===== src/rtl/pipeline_pkg.sv =====
// pipeline_pkg: memory-stage opcode constants, access-size encoding and FSM state type
// Contents: MEM_NONE/MEM_LOAD/MEM_STORE opcodes, SZ_B..SZ_D log2-byte sizes, mem_state_t
package pipeline_pkg;
  localparam logic [31:0] MEM_NONE = 32'd0;
  localparam logic [31:0] MEM_LOAD = 32'd1;
  localparam logic [31:0] MEM_STORE = 32'd2;
  localparam logic [1:0] SZ_B = 2'd0;
  localparam logic [1:0] SZ_H = 2'd1;
  localparam logic [1:0] SZ_W = 2'd2;
  localparam logic [1:0] SZ_D = 2'd3;
  typedef enum logic [1:0] {IDLE, REQ, WAIT} mem_state_t;
endpackage


===== src/rtl/pipeline_mem_if.sv =====
// pipeline_mem_if: data-memory request/grant/response bus
// Signals: req/addr/we/wdata/wstrb (stage to memory), gnt/rvalid/rdata (memory to stage)
// Modports: master = memory stage, slave = data memory
interface pipeline_mem_if #(parameter int ADDR_WIDTH = 64, parameter int DATA_WIDTH = 64);
  logic req;
  logic gnt;
  logic [ADDR_WIDTH-1:0] addr;
  logic we;
  logic [DATA_WIDTH-1:0] wdata;
  logic [7:0] wstrb;
  logic rvalid;
  logic [DATA_WIDTH-1:0] rdata;
  modport master (output req, addr, we, wdata, wstrb, input gnt, rvalid, rdata);
  modport slave (input req, addr, we, wdata, wstrb, output gnt, rvalid, rdata);
endinterface


===== src/rtl/pipeline_mem_align.sv =====
// mem_align: combinational store lane shift/strobe and load lane extract/extend
// Ports: off (byte offset in doubleword), size ([1:0] log2 bytes, [2] unsigned),
//        sdata/rdata in, wdata/wstrb/ldata out
import pipeline_pkg::*;
module mem_align #(parameter int W = 64) (
  input  logic [2:0]   off,
  input  logic [2:0]   size,
  input  logic [W-1:0] sdata,
  input  logic [W-1:0] rdata,
  output logic [W-1:0] wdata,
  output logic [7:0]   wstrb,
  output logic [W-1:0] ldata
);
  logic [7:0] mask;
  logic [W-1:0] lane;
  logic sx;
  assign mask = 8'((9'd1 << (4'd1 << size[1:0])) - 9'd1);
  // bytes shifted past lane 7 simply fall off the doubleword
  assign wstrb = mask << off;
  assign wdata = sdata << {off, 3'b000};
  assign lane = rdata >> {off, 3'b000};
  assign sx = ~size[2];
  always_comb begin
    ldata = size[1:0] == SZ_B ? {{(W-8){sx & lane[7]}}, lane[7:0]} :
            size[1:0] == SZ_H ? {{(W-16){sx & lane[15]}}, lane[15:0]} :
            size[1:0] == SZ_W ? {{(W-32){sx & lane[31]}}, lane[31:0]} : lane;
  end
endmodule


===== src/rtl/pipeline_mem.sv =====
// pipeline_mem: memory-access stage between execute and write-back
// Ports: clk, reset (async active-low), ready/in_valid handshake with execute,
//        ex_res/r2_val_mem/mem_dst_reg/next_mem_opcode/next_mem_operation_size/ecall_mem in,
//        dmem (pipeline_mem_if.master) to data memory, wb_* registered write-back record out
// Option: MEM_MISALIGN_TRAP_EN traps misaligned accesses instead of issuing them
import pipeline_pkg::*;
module pipeline_mem #(parameter int ADDR_WIDTH = 64, parameter int DATA_WIDTH = 64) (
  input  logic                  clk,
  input  logic                  reset,
  output logic                  ready,
  input  logic                  in_valid,
  input  logic [DATA_WIDTH-1:0] ex_res,
  input  logic [DATA_WIDTH-1:0] r2_val_mem,
  input  logic [4:0]            mem_dst_reg,
  input  logic [31:0]           next_mem_opcode,
  input  logic [2:0]            next_mem_operation_size,
  input  logic                  ecall_mem,
  pipeline_mem_if.master        dmem,
  output logic                  wb_valid,
  output logic [4:0]            wb_dst_reg,
  output logic [DATA_WIDTH-1:0] wb_data,
  output logic                  wb_ecall,
  output logic                  wb_fault
);
  mem_state_t state_q, state_d;
  logic [ADDR_WIDTH-1:0] addr_q;
  logic [DATA_WIDTH-1:0] sd_q, wdata, ldata;
  logic [4:0] dst_q;
  logic [2:0] size_q;
  logic we_q, ecall_q, req;
  logic accept, is_mem, misalign, go_mem, trap, ret_alu, ret_st, ret_ld;
  logic [7:0] wstrb;
  assign ready = state_q == IDLE;
  assign accept = ready & in_valid;
  assign is_mem = next_mem_opcode == MEM_LOAD || next_mem_opcode == MEM_STORE;
`ifdef MEM_MISALIGN_TRAP_EN
  logic [3:0] amask;
  assign amask = (4'd1 << next_mem_operation_size[1:0]) - 4'd1;
  assign misalign = |(ex_res[2:0] & amask[2:0]);
`else
  assign misalign = 1'b0;
`endif
  assign go_mem = accept & is_mem & ~misalign;
  assign trap = accept & is_mem & misalign;
  assign ret_alu = accept & ~is_mem;
  assign ret_st = state_q == REQ && dmem.gnt && we_q;
  assign ret_ld = state_q == WAIT && dmem.rvalid;
  always_comb begin
    state_d = state_q;
    state_d = state_q == IDLE && go_mem ? REQ :
              state_q == REQ && dmem.gnt ? (we_q ? IDLE : WAIT) :
              ret_ld ? IDLE : state_q;
  end
  always_ff @(posedge clk or negedge reset)
    if (!reset) state_q <= IDLE;
    else state_q <= state_d;
  always_ff @(posedge clk or negedge reset)
    if (!reset) begin
      addr_q <= '0;
      sd_q <= '0;
      dst_q <= '0;
      size_q <= '0;
      we_q <= 1'b0;
      ecall_q <= 1'b0;
    end else if (go_mem) begin
      addr_q <= ex_res[ADDR_WIDTH-1:0];
      sd_q <= r2_val_mem;
      dst_q <= mem_dst_reg;
      size_q <= next_mem_operation_size;
      we_q <= next_mem_opcode == MEM_STORE;
      ecall_q <= ecall_mem;
    end
  mem_align #(.W(DATA_WIDTH)) u_align (
    .off(addr_q[2:0]), .size(size_q), .sdata(sd_q), .rdata(dmem.rdata),
    .wdata(wdata), .wstrb(wstrb), .ldata(ldata)
  );
  // bus outputs are zero outside REQ so reset drops them without a register stage
  assign req = state_q == REQ;
  assign dmem.req = req;
  assign dmem.addr = req ? {addr_q[ADDR_WIDTH-1:3], 3'b000} : '0;
  assign dmem.we = req & we_q;
  assign dmem.wdata = req & we_q ? wdata : '0;
  assign dmem.wstrb = req & we_q ? wstrb : '0;
  always_ff @(posedge clk or negedge reset)
    if (!reset) begin
      wb_valid <= 1'b0;
      wb_dst_reg <= '0;
      wb_data <= '0;
      wb_ecall <= 1'b0;
      wb_fault <= 1'b0;
    end else begin
      wb_valid <= ret_alu | trap | ret_st | ret_ld;
      if (ret_alu | trap) begin
        wb_dst_reg <= trap ? 5'd0 : mem_dst_reg;
        wb_data <= ex_res;
        wb_ecall <= ecall_mem;
        wb_fault <= trap;
      end else if (ret_st | ret_ld) begin
        wb_dst_reg <= ret_ld ? dst_q : 5'd0;
        wb_data <= ret_ld ? ldata : '0;
        wb_ecall <= ecall_q;
        wb_fault <= 1'b0;
      end
    end
endmodule


===== src/flat_wrapper.sv =====
// flat-port wrapper written by rule: the top's interface ports become plain ports
module pipeline_mem_flat 
#(parameter int ADDR_WIDTH = 64, parameter int DATA_WIDTH = 64)
  (clk, reset, ready, in_valid, ex_res, r2_val_mem, mem_dst_reg, next_mem_opcode, next_mem_operation_size, ecall_mem, wb_valid, wb_dst_reg, wb_data, wb_ecall, wb_fault, dmem_req, dmem_addr, dmem_we, dmem_wdata, dmem_wstrb, dmem_gnt, dmem_rvalid, dmem_rdata);
  pipeline_mem_if #(.ADDR_WIDTH(ADDR_WIDTH), .DATA_WIDTH(DATA_WIDTH)) dmem_i ();
  input  logic clk;
  input  logic reset;
  output logic ready;
  input  logic in_valid;
  input  logic [DATA_WIDTH-1:0] ex_res;
  input  logic [DATA_WIDTH-1:0] r2_val_mem;
  input  logic [4:0] mem_dst_reg;
  input  logic [31:0] next_mem_opcode;
  input  logic [2:0] next_mem_operation_size;
  input  logic ecall_mem;
  output logic wb_valid;
  output logic [4:0] wb_dst_reg;
  output logic [DATA_WIDTH-1:0] wb_data;
  output logic wb_ecall;
  output logic wb_fault;
  output wire logic [$bits(dmem_i.req)-1:0] dmem_req;
  output wire logic [$bits(dmem_i.addr)-1:0] dmem_addr;
  output wire logic [$bits(dmem_i.we)-1:0] dmem_we;
  output wire logic [$bits(dmem_i.wdata)-1:0] dmem_wdata;
  output wire logic [$bits(dmem_i.wstrb)-1:0] dmem_wstrb;
  input wire logic [$bits(dmem_i.gnt)-1:0] dmem_gnt;
  input wire logic [$bits(dmem_i.rvalid)-1:0] dmem_rvalid;
  input wire logic [$bits(dmem_i.rdata)-1:0] dmem_rdata;
  assign dmem_req = dmem_i.req;
  assign dmem_addr = dmem_i.addr;
  assign dmem_we = dmem_i.we;
  assign dmem_wdata = dmem_i.wdata;
  assign dmem_wstrb = dmem_i.wstrb;
  assign dmem_i.gnt = dmem_gnt;
  assign dmem_i.rvalid = dmem_rvalid;
  assign dmem_i.rdata = dmem_rdata;
  pipeline_mem #(.ADDR_WIDTH(ADDR_WIDTH), .DATA_WIDTH(DATA_WIDTH)) u_core (.clk(clk), .reset(reset), .ready(ready), .in_valid(in_valid), .ex_res(ex_res), .r2_val_mem(r2_val_mem), .mem_dst_reg(mem_dst_reg), .next_mem_opcode(next_mem_opcode), .next_mem_operation_size(next_mem_operation_size), .ecall_mem(ecall_mem), .dmem(dmem_i), .wb_valid(wb_valid), .wb_dst_reg(wb_dst_reg), .wb_data(wb_data), .wb_ecall(wb_ecall), .wb_fault(wb_fault));
endmodule

===== config.mk =====
export PLATFORM = sky130hd
export DESIGN_NAME = pipeline_mem_flat
export DESIGN_NICKNAME = d
export VERILOG_FILES = /design/src/rtl/pipeline_pkg.sv /design/src/rtl/pipeline_mem_if.sv /design/src/rtl/pipeline_mem_align.sv /design/src/rtl/pipeline_mem.sv /design/src/flat_wrapper.sv
export SDC_FILE = /design/constraint.sdc
export NUM_CORES = 1
export LEC_CHECK = 0
export BUFFER_PORTS_ARGS = -buffer_cell sky130_fd_sc_hd__buf_2
export CAP_MARGIN = 0
export CORE_AREA = 2 2 174 176
export CTS_BUF_LIST = sky130_fd_sc_hd__clkbuf_8
export DETAILED_ROUTE_END_ITERATION = 10
export DIE_AREA = 0 0 176 178
export GPL_TIMING_DRIVEN = 1
export PLACE_DENSITY = 0.71
export SLEW_MARGIN = 20
export SYNTH_ARGS = -nofsm -noshare
export SYNTH_HDL_FRONTEND = slang
export SYNTH_SLANG_ARGS = --single-unit

===== constraint.sdc =====
create_clock -name clk -period 2.6 [get_ports clk]
set_input_delay 0.13 -clock clk [delete_from_list [all_inputs] [get_ports clk]]
set_output_delay 0.13 -clock clk [all_outputs]
set_load 0.02 [all_outputs]

# Yosys cells after proc, flatten, opt, wreduce, memory -nomap -nowiden
# Index checks and enable logic that the tools add are counted.
[op_classes] add_sub_neg=1 mul=0 div_mod_pow=0 magnitude_cmp=0 eq_ne=6 n_shift=5 mux=20 bitwise_logic=12 n_reduce_logical=9
[ops] cell="2-to-1 mux 64 bit" count=8
[ops] cell="left shift 64 x 6 -> 64 bit" count=1
[ops] cell="right shift 64 x 6 -> 64 bit" count=1
[ops] cell="== test 32 x 1 -> 1 bit, second input constant" count=1
[ops] cell="== test 32 x 2 -> 1 bit, second input constant" count=1
[ops] cell="2-to-1 mux 5 bit" count=3
[ops] cell="2-to-1 mux 2 bit" count=4
[ops] cell="2-to-1 mux 8 bit" count=1
[ops] cell="left shift 1 x 4 -> 8 bit, first input constant" count=1
[ops] cell="left shift 8 x 3 -> 8 bit" count=1
[ops] cell="subtractor 8 x 1 -> 8 bit, second input constant" count=1
[ops] cell="AND 1 bit" count=7
[ops] cell="== test 2 x 1 -> 1 bit, second input constant" count=2
[ops] cell="== test 2 bit, second input constant" count=2
[ops] cell="logical AND 1 bit" count=4
[ops] cell="zero test 2 bit" count=2
[ops] cell="2-to-1 mux 1 bit" count=4
[ops] cell="left shift 1 x 2 -> 4 bit, first input constant" count=1
[ops] cell="bitwise OR 1 bit" count=3
[ops] cell="nonzero test 3 bit" count=1
[ops] cell="NOT 1 bit" count=2
[ops] cell="nonzero test 2 bit" count=1
[ops] cell="logical OR 1 bit" count=1
[word_totals] register_bits=212 latch_bits=0 ram_bits=0 romBits=0 out_inout_bits=211 wordCells=65 n_memories=0

# Longest topological paths before layout
# Gate-level depths: netlist (run 1).
[depth] depth_word=8 ltp_mapped=9 ltp_nobuf=8

# Cells and area by module
# A second synthesis (run 1) with hierarchy kept.
[hier_totals] cells_unflattened=1345 hier_area_um2=14249.9
[modules_own_cells] mod="pipeline_mem" n_inst=1 cells_each=722 area_per_inst_um2=9695.5 seq_area_each_um2=5280.1
[modules_own_cells] mod="mem_align" n_inst=1 cells_each=623 area_per_inst_um2=4554.4 seq_area_each_um2=0.0

# Least setup slack after synthesis (run 1)
# No wires, ideal clock.
[synth_timing] path_type="flip-flop to flip-flop" startpoint="register u_core.state_q[0]" endpoint="register u_core.addr_q[62]" arrival_time_ns=2.194 required_ns=2.472 path_slack_ns=0.279 path_stages_with_launch=7 n_path_buf=2 synth_period_minus_slack_ns=2.321 path_cell_list="dfrtp_1 nor2_1 nand2_1 nor4_4 buf_4 buf_4 mux2_1"
[synth_between] elab_chain_len=3
[synth_rtl] element="start: declaration" line="pipeline_mem.sv:25" source="mem_state_t state_q, state_d;"
[synth_rtl] element="start signal: assignment" line="pipeline_mem.sv:56" source="else state_q <= state_d;"
[synth_rtl] element="zero test 2 bit" line="pipeline_mem.sv:33" source="assign ready = state_q == IDLE;"
[synth_rtl] element="net ready" line="flat_wrapper.sv:8" source="output logic ready;"
[synth_rtl] element="AND 1 bit" line="pipeline_mem.sv:34" source="assign accept = ready & in_valid;"
[synth_rtl] element="AND 1 bit" line="pipeline_mem.sv:43" source="assign go_mem = accept & is_mem & ~misalign;"
[synth_rtl] element="end signal: assignment" line="pipeline_mem.sv:66" source="addr_q <= ex_res[ADDR_WIDTH-1:0];"
[synth_rtl] element="end: declaration" line="pipeline_mem.sv:26" source="logic [ADDR_WIDTH-1:0] addr_q;"
# The timed path passes the listed nets, and every way through them passes these cells.
# A chain may end at the register's enable or synchronous reset.

# Worst setup path after layout (run 1)
[layout_timing] startpoint="register u_core.addr_q[0]" endpoint="output dmem_wdata[55]"
[layout_between] elab_chain_len=2
[layout_rtl] element="left shift 64 x 6 -> 64 bit" line="pipeline_mem_align.sv:20" source="assign wdata = sdata << {off, 3'b000};"
[layout_rtl] element="2-to-1 mux 64 bit" line="pipeline_mem.sv:82" source="assign dmem.wdata = req & we_q ? wdata : '0;"
[layout_rtl] element="end: declaration" line="flat_wrapper.sv:24" source="output wire logic [$bits(dmem_i.wdata)-1:0] dmem_wdata;"
# No other way between the ends.

==> flow_metrics.tcl, run 1 <==
set metrics [dict create \
    run_status "completed" \
    endpoint_kind "output pin" \
    cts_tree "done" \
    slew_headroom_pct 52.58 \
    reg.largest.list "u_core.addr_q (64), u_core.sd_q (64), u_core.wb_data (64)" \
    cts.sinks 211 \
    synth_edf_count 0 \
    cp_max_fo 19 \
    syn-cell-area_sq_um 12730 \
    use_met2_pct 58.14 \
    syn_avg_cell_area_sq_um 10.16 \
    hold_path_depth 3 \
    finalCritPeriodShare_pct 97.05 \
    synth_top_area_share_pct 41.49 \
    reg2reg_depth 6 \
    h-tree-depth 2 \
    tns_ns 0 \
    placed_cells 2037 \
    cap_violations 0 \
    finalMaxSlewViolations 0 \
    clk_pin_slew_ns 0.06 \
    cp_data_required_time_ns 2.47 \
    grtUsageMet3_pct 7.822 \
    via_count 12906 \
    grt_pass1_vias 13204 \
    drt-wirelength-per-cell_um 23.22 \
    worst_pin_slew_ns 0.7090 \
    crit_arrival_ns 2.39 \
    cts_made_buffers 40 \
    synth_top_family_by_area "multiplexers" \
    async_flop_share_pct 100.0 \
    place.port_buffers 444 \
    netlist_instances 1252 \
    hp-start "dmem_rdata[60]" \
    ctsRootBufferMaster "clkbuf_8" \
    synth_cell_type_count 63 \
    setup_viol 0 \
    gp_congestion 0.9522 \
    firstDrtPassIters 5 \
    r2r_start "u_core.addr_q[0]" \
    syn_to_final_growth_pct 43.92 \
    cellPowerDensity_nw_per_um2 457.8 \
    hold_class "in2reg" \
    period_needed_ns 2.523 \
    p_switching_uw 2192 \
    core_area_sq_um 29400 \
    postRouteAntennaNets 0 \
    holdPathEnd "u_core.wb_data[60]" \
    p_int_uw 6193 \
    nFillCells 2459 \
    synth.largest_area_cell "dfrtp_1" \
    worstSetupPathType "reg2out" \
    skew_ns 0.02372 \
    die_y_um 178 \
    globalRouteOverflowTotal 0 \
    yosysMostFrequentCell "dfrtp_1" \
    regToRegSetupSlack_ns 0.15 \
    ys_ff_latch 211 \
    max_clock_freq_mhz 396.3 \
    start_kind "flop" \
    yosys-top-cells-area "dfrtp_1 (41%), mux2_2 (10%), mux2i_1 (5.5%), mux2_1 (5.2%), and2_1 (3.8%)" \
    r2r_end "u_core.wb_data[24]" \
    ys_seq_area_share_pct 41.49 \
    startpoint "u_core.addr_q[0]" \
    synth_compound_area_share_pct 15.22 \
    peakVddDrop_mv 0.4251 \
    clock_path_buffers 3 \
    worst_skew_pair.late_latency_ns 0.56 \
    synthFlopType "dfrtp_1" \
    boundaryPins 449 \
    wirelength_mm 52.82 \
    netlist_top_cells_count "dfrtp_1 (211), mux2_2 (116), nor2_1 (95)" \
    ys_warn_count 0 \
    hold_viol 0 \
    drt-initial-drc-count 917 \
    dpl.hpwl_mm 37.53 \
    swShare_pct 26.15 \
    start_util_pct 43.28 \
    cellLeakagePower_uw 0.008971 \
    grt_setup_unrepaired "yes" \
    post-route-drc-count 0 \
    grt_start_max_net_pins 74 \
    comb_power_share_pct 12.9 \
    drive_above_1_share_pct 39.90 \
    muxShareOfSynthArea_pct 23.29 \
    gr-max-usage-layer "met2" \
    grt_pass1_wl_mm 77.87 \
    use_met1_pct 37.48 \
    synth-adder-area-share_pct 0.09832 \
    final_util_pct 62.29 \
    die_area_sq_um 31330 \
    antenna_found_initial 5 \
    grt.total_usage_pct 32.65 \
    instances_no_fill 2275 \
    final_nets 2091 \
    routed_via_density 5.673 \
    power_frac_seq_pct 41.3 \
    die_w_um 176 \
    yosys.area_share.simple_pct 15.29 \
    p_clk_share_pct 45.8 \
    rows 63 \
    synthXorXnorAreaFrac_pct 0.1376 \
]
[placed cells by master, fill, tap and decap left out, drive strengths merged, types with 18 or more instances in the layout]
cell type | synthesis | routed
buf | 64 | 520
dfrtp | 211 | 211
mux2 | 175 | 175
dlygate4sd3 | 0 | 142
nand2 | 95 | 95
nor2 | 95 | 95
and2 | 78 | 78
mux2i | 71 | 71
a21oi | 67 | 67
o21ai | 59 | 59
clkbuf | 46 | 50
o211ai | 46 | 46
and3 | 41 | 41
a221o | 41 | 41
inv | 8 | 22
a211oi | 19 | 19
nand3 | 18 | 18
[kinds of logic (layout without fill, tap and decap cells)]
family | after synthesis | in the layout
other | 1 | 7
xor gates and xnor gates | 2 | 2
adders and majority gates | 1 | 1
AOI/OAI and AO/OA | 277 | 277
buffers and inverters | 119 | 746
DFF | 211 | 211
muxes | 258 | 258
and+or+nand+nor | 383 | 383
[area by class of cell]
| class | count | area (sq um) | share of cell area [%] |
|---|---|---|---|
| Sequential cell | 211 | 5289 | 28.88 |
| Timing Repair Buffer | 665 | 4528 | 24.72 |
| Tap cell | 390 | 488.0 | 2.664 |
| Clock inverter | 24 | 277.8 | 1.517 |
| Multi-Input combinational cell | 925 | 7023 | 38.35 |
| Clock buffer | 48 | 660.6 | 3.607 |
| Inverter | 9 | 41.29 | 0.2254 |
| Antenna cell | 3 | 7.507 | 0.04099 |
[per-layer routing]
layer | vias up | wire length [um]
li1 | 5816 | -
met1 | 6318 | 19710
met2 | 635 | 26700
met3 | 133 | 4094
met4 | 4 | 2284
met5 | - | 27
[worst max path at each step]
| stage | to |
|---|---|
| 5_1_grt | dmem_wdata[55] |
| 6_report | dmem_wdata[55] |
| 4_1_cts | dmem_wdata[55] |
| 3_3_place_gp | u_core.wb_data[20] |
| 3_5_place_dp | u_core.wb_data[28] |
| 2_1_floorplan | u_core.addr_q[62] |
[power by group through the flow]
stage	registers [uW]	clock network, uW	logic (uW)
after floorplan	3630	0	261
after global placement	3520	0	881
after detailed placement	3520	0	893
after CTS	3460	3870	1070
after global routing	3470	4050	1160
final	3460	3840	1090
[stage by stage]
stage | hold WS (ns) | instance area, sq um | power (uW) | worst slack [ns]
2_1_floorplan | -0.1656 | 12740 | 3888 | 0.2786
3_3_place_gp | 0.09059 | 15540 | 4398 | 0.1363
3_5_place_dp | 0.09179 | 15540 | 4411 | 0.03954
4_1_cts | 0.04110 | 18120 | 8407 | -0.01895
5_1_grt | 0.05677 | 18320 | 8679 | -0.01945
6_report | 0.06567 | 18320 | 8385 | 0.07665
[worst max-delay path: stages (launching register included)]
cell and delay [ns]:
dfrtp_4 0.57, buf_16 0.21, nor2b_2 0.15, buf_6 0.15, nand2_1 0.05, o21ai_0 0.07
buf_4 0.15, mux2i_1 0.06, nor2_1 0.18, buf_2 0.23
[what timing repair did]
action,in CTS,in global routing
pin swaps,0,2
setup buffers,4,13
setup endpoints to repair,57,58
hold buffers,142,0
gates resized for setup,29,7
cloned,2,2
endpoints found under the hold margin,338,0
(Power assumes the default switching activity.)
==> run 2, diff against run 1 <==
Settings changed: CORE_AREA 2 2 174 176 to 2 2 176 178, CTS_BUF_LIST sky130_fd_sc_hd__clkbuf_8 to unset, DIE_AREA 0 0 176 178 to 0 0 178 180, PLACE_DENSITY 0.71 to 0.7.
==> run 2 against run 1 <==
Sequential power barely moved. Clock skew rose by 0.0062 ns. Non-clock buffer count fell by 15. Hold slack got worse by 0.016 ns. Fmax fell by 2.6%. Via count rose by 0.34%. Power fell by 4.2%. Sequential share of layout area rose by 0.28 points. Register-to-register slack improved by 0.07 ns. Wire length rose by 0.55%. Clock power fell by 9.6%.
==> flow_metrics.tcl, run 2 (same netlist as run 1, synthesis figures left out) <==
set metrics [dict create \
    firstDrtPassIters 8 \
    rows 64 \
    antenna_found_initial 15 \
    start_kind "flop" \
    hold_viol 0 \
    p_clk_share_pct 43.3 \
    worstSetupPathType "reg2out" \
    reg.largest.list "u_core.addr_q (64), u_core.sd_q (64), u_core.wb_data (64)" \
    boundaryPins 449 \
    grt_pass1_vias 13153 \
    start_util_pct 42.15 \
    peakVddDrop_mv 0.5003 \
    power_frac_seq_pct 43.0 \
    swShare_pct 26.42 \
    cp_data_required_time_ns 2.47 \
    syn_to_final_growth_pct 42.59 \
    routed_via_density 5.756 \
    die_area_sq_um 32040 \
    layout_commonest_cell "buf_2" \
    grt_start_max_net_pins 83 \
    reg2reg_depth 6 \
    clock_path_buffers 3 \
    gp_congestion 0.9668 \
    clk_pin_slew_ns 0.06 \
    dpl.hpwl_mm 36.74 \
    final_util_pct 60.11 \
    h-tree-depth 1 \
    placed_cells 2034 \
    grt_pass1_wl_mm 78.38 \
    skew_ns 0.02989 \
    cp_top_family "multiplexers" \
    via_count 12950 \
    period_needed_ns 2.592 \
    drt-initial-drc-count 1215 \
    instances_no_fill 2250 \
    place_area_sq_um 15490 \
    p_switching_uw 2122 \
    max_clock_freq_mhz 385.8 \
    drive_above_1_share_pct 38.72 \
    finalCritPeriodShare_pct 99.69 \
    cts.sinks 211 \
    startpoint "u_core.addr_q[0]" \
    drt-wirelength-per-cell_um 23.60 \
    hold_class "in2reg" \
    final_cell_mix "buf_2 (432), dfrtp_1 (207), dlygate4sd3_1 (142)" \
    cpPeakStageDelay_ns 0.51 \
    slew_headroom_pct 50.62 \
    die_w_um 178 \
    timing.critical_path.buf_inv 3 \
    setup_viol 0 \
    cellLeakagePower_uw 0.008780 \
    die_y_um 180 \
    finalMaxSlewViolations 0 \
    place.port_buffers 444 \
    r2r_start "u_core.addr_q[0]" \
    run_status "completed" \
    core_area_sq_um 30190 \
    power_uw 8030 \
    worst_skew_pair.late_latency_ns 0.56 \
    cp_max_fo 16 \
    cellPowerDensity_nw_per_um2 442.5 \
    endpoint_kind "output pin" \
    crit_chain "buf_12 > buf_16 > mux2_4 > nor2_2 > a21oi_1 > mux2i_1 > nor2_1 > buf_2" \
    globalRouteOverflowTotal 0 \
    grt.total_usage_pct 31.75 \
    wirelength_mm 53.11 \
    hp-start "dmem_rdata[57]" \
    worst_pin_slew_ns 0.7383 \
    p_int_uw 5908 \
    crit_cells 8 \
    cts_made_buffers 24 \
    hold_path_depth 3 \
    cp_slowest_cell "dfrtp_4" \
    postLayoutCellArea_sq_um 18150 \
    postRouteAntennaNets 0 \
    ctsRootBufferMaster "clkbuf_16" \
    final_nets 2060 \
    post-route-drc-count 0 \
    comb_power_share_pct 13.7 \
    cts_tree "done" \
    crit_arrival_ns 2.46 \
    cap_violations 0 \
]
## run 2: cell types whose count changed in the layout (fill, tap and decap cells not counted), sizes merged
cell	previous run	this run
bufbuf	1	0
bufinv	6	1
diode	3	15
clkinvlp	0	3
inv	22	8
buf	520	505
clkbuf	50	39
## run 2: final timing paths
kind | endpoint | slack, ns
worst max-delay path | dmem_wdata[59] | 0.008
worst min-delay path | u_core.wb_data[57] | 0.05
worst max register to register | u_core.wb_data[26] | 0.22
worst min register to register | u_core.sd_q[57] | 0.49
max in group asynchronous | u_core.we_q | 1.67
min in group asynchronous | u_core.wb_data[54] | 0.18
## run 2: final cells by class
| class | instances | area (sq um) |
|---|---|---|
| fill | 2481 | 12040 |
| multi-input combinational | 925 | 6990 |
| sequential | 211 | 5290 |
| timing repair buffer | 650 | 4479 |
| clock buffer | 36 | 715.7 |
| tap | 396 | 495.5 |
| clock inverter | 8 | 91.34 |
| inverter | 9 | 46.29 |
| antenna | 15 | 37.54 |
## run 2: power groups by stage
stage               combinational [uW]  clock [uW]  sequential [uW]
CTS                               1090        3500             3450
global placement                   895           0             3510
finish                            1100        3470             3450
detailed placement                 908           0             3510
floorplan                          261           0             3630
global route                      1180        3630             3460
## run 2: metrics by stage
step	worst slack (ns)	hold WS, ns	setup TNS [ns]
2_1_floorplan	0.2786	-0.1656	0
3_3_place_gp	0.1132	0.1889	0
4_1_cts	-0.06285	0.03475	-0.1708
6_report	0.008101	0.04936	0
3_5_place_dp	0.01890	0.1938	0
5_1_grt	-0.01656	0.05439	-0.03230
## run 2: per-layer routing
metal | part of all wire [%] | up-vias | wire (um) | track usage [%]
met2 | 50 | 730 | 26630 | 54.87
li1 | - | 5766 | - | -
met1 | 36 | 6277 | 18870 | 35.66
met5 | 0.023 | - | 12 | 0
met4 | 5.5 | 2 | 2895 | 17.48
met3 | 8.9 | 175 | 4702 | 7.657
## run 2: what timing repair did
action / CTS / global route
buffers inserted: 2 / 8
hold buffers: 142 / 0
resized for setup: 22 / 30
endpoints found under the hold margin: 287 / 0
setup endpoints to repair: 66 / 56
cloned: 2 / 3
pin swaps: 1 / 2
## run 2: worst min-delay path, stage by stage
cell and delay (ns):
buf_2 0.14, a21oi_1 0.11, o211ai_1 0.16
